==> src/rtl/mips_ctrl_pkg.sv <==
// State, opcode/funct and control-code definitions shared by the multi-cycle MIPS controller.
package mips_ctrl_pkg;

   typedef enum logic [3:0] {
      S_FETCH    = 4'd0,
      S_DECODE   = 4'd1,
      S_MEM_ADDR = 4'd2,
      S_MEM_RD   = 4'd3,
      S_MEM_WB   = 4'd4,
      S_MEM_WR   = 4'd5,
      S_R_EXEC   = 4'd6,
      S_R_WB     = 4'd7,
      S_I_EXEC   = 4'd8,
      S_I_WB     = 4'd9,
      S_BRANCH   = 4'd10,
      S_JUMP     = 4'd11,
      S_JR       = 4'd12,
      S_TRAP     = 4'd13
   } state_e;

   localparam logic [5:0] OP_RTYPE = 6'h00;
   localparam logic [5:0] OP_J     = 6'h02;
   localparam logic [5:0] OP_BEQ   = 6'h04;
   localparam logic [5:0] OP_BNE   = 6'h05;
   localparam logic [5:0] OP_ADDI  = 6'h08;
   localparam logic [5:0] OP_ORI   = 6'h0D;
   localparam logic [5:0] OP_LW    = 6'h23;
   localparam logic [5:0] OP_SW    = 6'h2B;

   localparam logic [5:0] FN_JR  = 6'h08;
   localparam logic [5:0] FN_ADD = 6'h20;
   localparam logic [5:0] FN_SUB = 6'h22;
   localparam logic [5:0] FN_AND = 6'h24;
   localparam logic [5:0] FN_OR  = 6'h25;
   localparam logic [5:0] FN_SLT = 6'h2A;

   localparam logic [3:0] ALU_AND = 4'b0000;
   localparam logic [3:0] ALU_OR  = 4'b0001;
   localparam logic [3:0] ALU_ADD = 4'b0010;
   localparam logic [3:0] ALU_SUB = 4'b0110;
   localparam logic [3:0] ALU_SLT = 4'b0111;

   localparam logic [1:0] SRCB_RT     = 2'd0;
   localparam logic [1:0] SRCB_FOUR   = 2'd1;
   localparam logic [1:0] SRCB_IMM    = 2'd2;
   localparam logic [1:0] SRCB_IMM_SH = 2'd3;

   localparam logic [1:0] PCSRC_ALU    = 2'd0;
   localparam logic [1:0] PCSRC_ALUOUT = 2'd1;
   localparam logic [1:0] PCSRC_JUMP   = 2'd2;
   localparam logic [1:0] PCSRC_RS     = 2'd3;

   function automatic logic [3:0] funct_to_aluop(input logic [5:0] funct);
      logic [3:0] code;
      case (funct)
         FN_SUB:  code = ALU_SUB;
         FN_AND:  code = ALU_AND;
         FN_OR:   code = ALU_OR;
         FN_SLT:  code = ALU_SLT;
         default: code = ALU_ADD;
      endcase
      return code;
   endfunction

   // Post-DECODE target; any unsupported opcode/funct lands in TRAP.
   function automatic state_e dispatch(input logic [5:0] opcode, input logic [5:0] funct);
      state_e nxt;
      case (opcode)
         OP_RTYPE: begin
            case (funct)
               FN_ADD, FN_SUB, FN_AND, FN_OR, FN_SLT: nxt = S_R_EXEC;
               FN_JR:                                 nxt = S_JR;
               default:                               nxt = S_TRAP;
            endcase
         end
         OP_LW, OP_SW:     nxt = S_MEM_ADDR;
         OP_ADDI, OP_ORI:  nxt = S_I_EXEC;
         OP_BEQ, OP_BNE:   nxt = S_BRANCH;
         OP_J:             nxt = S_JUMP;
         default:          nxt = S_TRAP;
      endcase
      return nxt;
   endfunction

endpackage

==> src/rtl/mem_wait_timer.sv <==
// Counts stalled memory cycles and flags the cycle in which the access runs out of time.
module mem_wait_timer #(
   parameter int MEM_TIMEOUT = 16
) (
   input  logic clk,
   input  logic rst_n,
   input  logic mem_req,
   input  logic mem_ready,
   output logic timeout
);

   localparam int CW = (MEM_TIMEOUT > 2) ? $clog2(MEM_TIMEOUT) : 1;
   localparam logic [CW-1:0] LAST = CW'(MEM_TIMEOUT - 1);

   logic [CW-1:0] count_q;
   logic [CW-1:0] count_d;

   // A ready in the final cycle still completes the access, hence the mem_ready term.
   assign timeout = mem_req && !mem_ready && (count_q == LAST);

   always_comb begin
      count_d = '0;
      if (mem_req && !mem_ready && !timeout) begin
         count_d = count_q + CW'(1);
      end
   end

   always_ff @(posedge clk or negedge rst_n) begin
      if (!rst_n) begin
         count_q <= '0;
      end else begin
         count_q <= count_d;
      end
   end

endmodule

==> src/rtl/multicycle_ctrl_fsm.sv <==
// Multi-cycle MIPS sequencer: one control step per clock, memory stalls on MemReady, sticky traps.
module multicycle_ctrl_fsm
   import mips_ctrl_pkg::*;
#(
   parameter int MEM_TIMEOUT = 16
) (
   input  logic       clk,
   input  logic       rst_n,
   input  logic [5:0] OpCode,
   input  logic [5:0] Funct,
   input  logic       MemReady,
   output logic       PCWrite,
   output logic       PCWriteCond,
   output logic       BranchNeq,
   output logic       IorD,
   output logic       MemRdEn,
   output logic       MemWrEn,
   output logic       IRWrite,
   output logic       MemtoReg,
   output logic       RegDst,
   output logic       RegWrEn,
   output logic       ALUSrcA,
   output logic [1:0] ALUSrcB,
   output logic       ZeroExt,
   output logic [3:0] ALUOp,
   output logic [1:0] PCSource,
   output logic       InvalidInst,
   output logic       BusError
);

   // Memory handshake: a request (MemRdEn/MemWrEn) is held every cycle of the access state;
   // the access completes in the cycle MemReady=1 and MemReady is ignored in all other states.

   state_e     state_q, state_d;
   logic [5:0] op_q, op_d;
   logic [5:0] funct_q, funct_d;
   logic       inv_q, inv_d;
   logic       bus_q, bus_d;
   logic       mem_req;
   logic       mem_timeout;

   assign mem_req = (state_q == S_FETCH) || (state_q == S_MEM_RD) || (state_q == S_MEM_WR);

   mem_wait_timer #(
      .MEM_TIMEOUT(MEM_TIMEOUT)
   ) u_timer (
      .clk      (clk),
      .rst_n    (rst_n),
      .mem_req  (mem_req),
      .mem_ready(MemReady),
      .timeout  (mem_timeout)
   );

   always_comb begin
      state_d = state_q;
      op_d    = op_q;
      funct_d = funct_q;
      inv_d   = inv_q;
      bus_d   = bus_q;
      case (state_q)
         S_FETCH: begin
            if (MemReady) begin
               state_d = S_DECODE;
            end else if (mem_timeout) begin
               state_d = S_TRAP;
               bus_d   = 1'b1;
            end
         end
         S_DECODE: begin
            op_d    = OpCode;
            funct_d = Funct;
            state_d = dispatch(OpCode, Funct);
            if (state_d == S_TRAP) begin
               inv_d = 1'b1;
            end
         end
         S_MEM_ADDR: state_d = (op_q == OP_LW) ? S_MEM_RD : S_MEM_WR;
         S_MEM_RD, S_MEM_WR: begin
            if (MemReady) begin
               state_d = (state_q == S_MEM_RD) ? S_MEM_WB : S_FETCH;
            end else if (mem_timeout) begin
               state_d = S_TRAP;
               bus_d   = 1'b1;
            end
         end
         S_R_EXEC: state_d = S_R_WB;
         S_I_EXEC: state_d = S_I_WB;
         S_MEM_WB, S_R_WB, S_I_WB, S_BRANCH, S_JUMP, S_JR: state_d = S_FETCH;
         S_TRAP:   state_d = S_TRAP;
         default:  state_d = S_TRAP;
      endcase
   end

   // Decoded from state only; the FETCH load strobes additionally qualify on MemReady so IR/PC
   // capture exactly once, at the edge that ends the fetch.
   always_comb begin
      PCWrite     = 1'b0;
      PCWriteCond = 1'b0;
      BranchNeq   = 1'b0;
      IorD        = 1'b0;
      MemRdEn     = 1'b0;
      MemWrEn     = 1'b0;
      IRWrite     = 1'b0;
      MemtoReg    = 1'b0;
      RegDst      = 1'b0;
      RegWrEn     = 1'b0;
      ALUSrcA     = 1'b0;
      ALUSrcB     = SRCB_RT;
      ZeroExt     = 1'b0;
      ALUOp       = ALU_AND;
      PCSource    = PCSRC_ALU;
      case (state_q)
         S_FETCH: begin
            MemRdEn  = 1'b1;
            ALUSrcB  = SRCB_FOUR;
            ALUOp    = ALU_ADD;
            IRWrite  = MemReady;
            PCWrite  = MemReady;
         end
         S_DECODE: begin
            ALUSrcB = SRCB_IMM_SH;
            ALUOp   = ALU_ADD;
         end
         S_MEM_ADDR: begin
            ALUSrcA = 1'b1;
            ALUSrcB = SRCB_IMM;
            ALUOp   = ALU_ADD;
         end
         S_MEM_RD: begin
            IorD    = 1'b1;
            MemRdEn = 1'b1;
         end
         S_MEM_WR: begin
            IorD    = 1'b1;
            MemWrEn = 1'b1;
         end
         S_MEM_WB: begin
            MemtoReg = 1'b1;
            RegWrEn  = 1'b1;
         end
         S_R_EXEC: begin
            ALUSrcA = 1'b1;
            ALUOp   = funct_to_aluop(funct_q);
         end
         S_R_WB: begin
            RegDst  = 1'b1;
            RegWrEn = 1'b1;
         end
         S_I_EXEC: begin
            ALUSrcA = 1'b1;
            ALUSrcB = SRCB_IMM;
            ZeroExt = (op_q == OP_ORI);
            ALUOp   = (op_q == OP_ORI) ? ALU_OR : ALU_ADD;
         end
         S_I_WB: RegWrEn = 1'b1;
         S_BRANCH: begin
            ALUSrcA     = 1'b1;
            ALUOp       = ALU_SUB;
            PCWriteCond = 1'b1;
            PCSource    = PCSRC_ALUOUT;
            BranchNeq   = (op_q == OP_BNE);
         end
         S_JUMP: begin
            PCWrite  = 1'b1;
            PCSource = PCSRC_JUMP;
         end
         S_JR: begin
            PCWrite  = 1'b1;
            PCSource = PCSRC_RS;
         end
         default: ;
      endcase
   end

   assign InvalidInst = inv_q;
   assign BusError    = bus_q;

   always_ff @(posedge clk or negedge rst_n) begin
      if (!rst_n) begin
         state_q <= S_FETCH;
         op_q    <= '0;
         funct_q <= '0;
         inv_q   <= 1'b0;
         bus_q   <= 1'b0;
      end else begin
         state_q <= state_d;
         op_q    <= op_d;
         funct_q <= funct_d;
         inv_q   <= inv_d;
         bus_q   <= bus_d;
      end
   end

endmodule

==> config.mk <==
export PLATFORM = sky130hd
export DESIGN_NAME = multicycle_ctrl_fsm
export DESIGN_NICKNAME = d
export VERILOG_FILES = /design/src/rtl/mips_ctrl_pkg.sv /design/src/rtl/mem_wait_timer.sv /design/src/rtl/multicycle_ctrl_fsm.sv
export SDC_FILE = /design/constraint.sdc
export NUM_CORES = 1
export LEC_CHECK = 0
export CAP_MARGIN = 20
export CORE_AREA = 2 2 70 72
export DETAILED_ROUTE_END_ITERATION = 10
export DIE_AREA = 0 0 72 74
export MAX_ROUTING_LAYER = met4
export PLACE_DENSITY = 0.65
export SLEW_MARGIN = 20
export SYNTH_ARGS = -nofsm -noshare
export SYNTH_HDL_FRONTEND = slang
export SYNTH_SLANG_ARGS = --single-unit
==> constraint.sdc <==
create_clock -name clk -period 2.99 [get_ports clk]
set_input_delay 0.7475 -clock clk [delete_from_list [all_inputs] [get_ports clk]]
set_output_delay 0.7475 -clock clk [all_outputs]
set_load 0.01 [all_outputs]
* Word level (Yosys, flattened, before mapping)
Index checks and enable logic that the tools add are counted.
Word-level totals: register bits 22, input bits 15, logic and storage cells 93
Cells by class: add/sub/neg operators 1, eq/ne operators 34, multiplexer cells 27, bitwise gates (word level) 1, reduce and logical (&&, ||, !) cells 24
Operator list (number):
- 6-bit == test, second input constant | 12
- 4-bit == test, second input constant | 7
- 4-bit case mux with 7 select lines | 1
- 6-bit by 4-bit == test with 1-bit output, second input constant | 4
- 3-bit case mux with 4 select lines | 2
- 4-bit 2-to-1 mux | 5
- 4-bit case mux with 5 select lines | 1
- 6-bit by 3-bit == test with 1-bit output, second input constant | 3
- 4-bit by 3-bit == test with 1-bit output, second input constant | 4
- 2-bit OR reduction | 7
- 2-bit case mux with 3 select lines | 2
- 1-bit 2-to-1 mux | 11
- 3-bit OR reduction | 3
- 4-bit by 2-bit == test with 1-bit output, second input constant | 2
- 4-bit case mux with 2 select lines | 1
- 6-bit by 2-bit == test with 1-bit output, second input constant | 1
- 6-bit logical NOT | 1
- 3-bit 2-to-1 mux | 2
- 6-bit OR reduction | 1
- 5-bit OR reduction | 1
- 4-bit by 1-bit adder with 4-bit output, second input constant | 1
- 4-bit by 1-bit == test with 1-bit output, second input constant | 1
- 4-bit logical NOT | 1
- 4-bit OR reduction | 1
- other kinds (8) | 12

* Logic depth before layout (Yosys ltp)
word-level depth 8, gate-level depth with buffers 6, depth with buffers taken out 5

* By module
Synthesis repeated with hierarchy kept, for this count alone.
Unflattened totals: cell total of the unflattened synthesis 182, area, all modules 1545.2 µm²
By module, submodules not included:
- multicycle_ctrl_fsm | times used 1, cells each 165, area an instance 1347.5 µm²
- mem_wait_timer | times used 1, cells each 17, area an instance 197.7 µm²

* Worst setup path before layout
OpenSTA, ideal clock, no wires.
kind reg-to-output, start reg state_q[0], end out PCWrite, data arrival time 1510 ps, data required time 2243 ps, path slack 732 ps, cell stages (with the launch flop) 5, buffers on the path 1, cells stage by stage dfrtp_1 or2_2 clkbuf_1 nor4_1 or2_1
Between the ends: word-level cells in the longest chain between the ends 3, elaborated cells on any way between the ends 5
RTL lines:
- from (decl) | RTL line multicycle_ctrl_fsm.sv:34 | state_e state_q, state_d;
- from (signal assigned) | RTL line multicycle_ctrl_fsm.sv:186 | state_q <= state_d;
- 4-bit == test | RTL line multicycle_ctrl_fsm.sv:112 | case (state_q)
- 2-bit OR reduction (no line)
- 1-bit case mux with 2 select lines * | RTL line multicycle_ctrl_fsm.sv:112
- to (decl) | RTL line multicycle_ctrl_fsm.sv:12 | output logic PCWrite,
Every way passes the cells marked *; elsewhere a longest branch is shown, timed or not.

* Worst setup path after layout
start reg op_q[4], end out ALUOp[0]
Between the ends: word-level cells in the longest chain between the ends 3
RTL lines:
- from (decl) | RTL line multicycle_ctrl_fsm.sv:35 | logic [5:0] op_q, op_d;
- from (signal assigned) | RTL line multicycle_ctrl_fsm.sv:187 | op_q <= op_d;
- 6-bit by 4-bit == test with 1-bit output | RTL line multicycle_ctrl_fsm.sv:153 | ALUOp = (op_q == OP_ORI) ? ALU_OR : ALU_ADD;
- 2-bit 2-to-1 mux | RTL line multicycle_ctrl_fsm.sv:153
- 3-bit case mux with 4 select lines | RTL line multicycle_ctrl_fsm.sv:112
- to (decl) | RTL line multicycle_ctrl_fsm.sv:25 | output logic [3:0] ALUOp,
No other way between the ends.

==> flow_summary.ini <==
[status]
status = finished clean

[cts]
holdBufCountCts = 0
cts.clk_slew.worst_paths_ns = 0.08
htreeDepth = 1
cts.path.max_buffers = 2
tritoncts = built
clockRootBuffer = clkbuf_8
cts_made_buffers = 3
insertion_delay_ns = 0.26
cts_sinks = 22
postCtsSetupBuffers = 0

[die]
core_mm2 = 0.00460
io_pins = 37
die_h_um = 74
rows = 25
die_w_um = 72
initial_core_util_pct = 34.1
die_area_mm2 = 0.00533

[synth]
ys_ff_latch = 22
synth_cells = 201
syn_area_mm2 = 0.00157
synth_edf_count = 0
ys_seq_area_share_pct = 35.1
syn_avg_cell_area_um2 = 7.81
async_flop_share_pct = 100
synth.distinct_cells = 52
ys_warn_count = 0
synth-main-ff-cell = dfrtp_1
syn_nets = 217

[worst_setup_path]
path_delay_family = simple AND/OR/NAND/NOR gates
slowest_stage = clkdlybuf4s50_1
critPathCaptureType = output port
worstPathRequired_ns = 2.24
r2r_start = state_q[3]
start_kind = flop
crit_arrival_ns = 2.11
crit_buf_inv = 1
cp_cell_sequence = nor2b_1 > and4bb_2 > nand2_1 > o32ai_1 > clkdlybuf4s50_1
cp-startpoint = op_q[4]
worst-setup-path-type = flop to output port
critPathMaxStageDelay_ns = 0.58
crit_path_max_fanout = 3

[sta]
rsz0062_at_grt = false
period_share_pct = 95.6
fin_crit_ns = 2.86
fin_skew_ns = 0.00549
slew_viol_final = 0
maxClockFrequency_mhz = 350
setup_viol = 0
tns_ns = 0
hold_viol = 0

[final_layout]
final_nets = 253
final_common_cell = nand2_1
area_growth_pct = 31.0
drive_above_1_share_pct = 8.47
multi_input_area_um2 = 921
antenna_cells = 0
regArea_um2 = 551
finalNonFillerCells = 290
final.fill_count = 478
final_cell_mix = 37 x nand2_1, 34 x clkdlybuf4s50_1, 22 x dfrtp_1

[placed_design]
portBuffers = 35
placed_cells = 286
post-dp-hpwl_um = 2950
gp_routability_congestion = 0.839

[job]
cap_viol_max_count = 0

[grt]
grt_max_degree = 23
grt_pass1_wl_um = 6690
grt-ovfl-total = 0
first_global_vias = 1432
grt_use_total_pct = 16.4
antenna_found_initial = 0

[detailed_routing]
wl_per_cell_um = 13.4
dr_total_vias = 1527
drt_pass1_iterations = 4
viasPerCell = 5.27
antenna_left = 0
route.detailed.drc = 0
drtIter0Drc = 110
routed_wl_um = 3900

[pwr]
vdd_drop_max_uv = 336
p_per_area_mw_per_mm2 = 792
leakage_nw = 0.890

[worst_hold_path]
hold_path.class = flop to flop
worstHoldStart = funct_q[5]
kinds of logic after synthesis:
group / after synthesis / synth area share (%)
DFF: 22 / 35.1
adders and majority gates: 1 / 0.797
xor gates and xnor gates: 6 / 3.35
AOI/OAI and AO/OA: 42 / 18.9
other: 1 / 0.239
buffers and inverters: 23 / 6.62
and+or+nand+nor: 106 / 35.0
cells in the mapped netlist, types with 4 or more instances:
| library cell | count | share of area (%) |
|---|---|---|
| inv_1 | 9 | 2.2 |
| a211oi_1 | 4 | 1.9 |
| nor4b_1 | 4 | 2.2 |
| nor2_1 | 21 | 5.0 |
| dfrtp_1 | 22 | 35 |
| buf_2 | 5 | 1.6 |
| o21ai_0 | 10 | 3.2 |
| nor3b_1 | 5 | 2.4 |
| clkbuf_1 | 7 | 1.7 |
| nand2b_1 | 4 | 1.6 |
| nand2_1 | 37 | 8.9 |
| a21oi_1 | 5 | 1.6 |
| nand3_1 | 6 | 1.9 |
| nor3_1 | 5 | 1.6 |
| nor2b_1 | 5 | 2.0 |
stage by stage:
step                      area (µm²)  utilization, %  total power, mW  setup slack, ns  hold slack (ns)
after global routing            2060            44.7             1.78           0.0323            0.495
after global placement          1990            43.3             1.41           0.0375            0.449
after CTS                       2050            44.7             1.64           0.0532            0.474
final                           2060            44.7             1.63            0.131            0.469
after detailed placement        1990            43.3             1.42          0.00885            0.454
after floorplan                 1570               -             1.08            0.732            0.432
flip-flops by register name (all words and copies together), names as in the netlist:
signal           flops
funct_q              6
BusError             1
u_timer.count_q      4
InvalidInst          1
state_q              4
op_q                 6
cell type report:
cell class,count,share of cell area [%]
clock buffers,4,2.68
repair buffers,45,20.8
inverters,9,1.64
flip-flops and latches,22,26.8
well taps,54,3.29
multi-input cells,156,44.8
what timing repair did:
action | 4_1_cts | 5_1_grt
endpoints found under the hold margin | 0 | 0
resized for setup | 1 | 1
endpoints found under the setup margin | 1 | 1
cloned | 0 | 0
pin swaps | 0 | 0
tightest hold or removal path: cells and delay by family (launching register included):
| family | cells | cell delay, ns |
|---|---|---|
| DFF | 1 | 0.34 |
| and+or+nand+nor | 2 | 0.10 |
routing by layer:
metal	vias to the layer above	track usage (%)	share of wire, %	wire, µm
met5	-	-	0	0
met4	0	5.87	0.92	36
met3	4	1.63	3.6	139
met2	35	25.3	47	1820
met1	714	22.6	49	1910
li1	774	-	-	-
final timing paths:
check                                          end  slack (ns)  cells past startpoint
worst max-delay path                      ALUOp[0]        0.13                      5
worst min-delay path                    funct_q[5]        0.47                      2
min in group asynchronous               state_q[2]        0.83                      2
worst max register to register          state_q[3]        1.04                      5
worst min register to register          funct_q[5]        0.47                      2
max in group asynchronous       u_timer.count_q[0]        1.92                      2
report_power, final:
group          switching, mW  leakage, nW  total (mW)  internal, mW
logic                  0.492        0.584       0.910         0.418
registers             0.0978        0.277       0.505         0.407
clock network         0.0961       0.0288       0.214         0.117
Power figures use the tool's default switching activity.
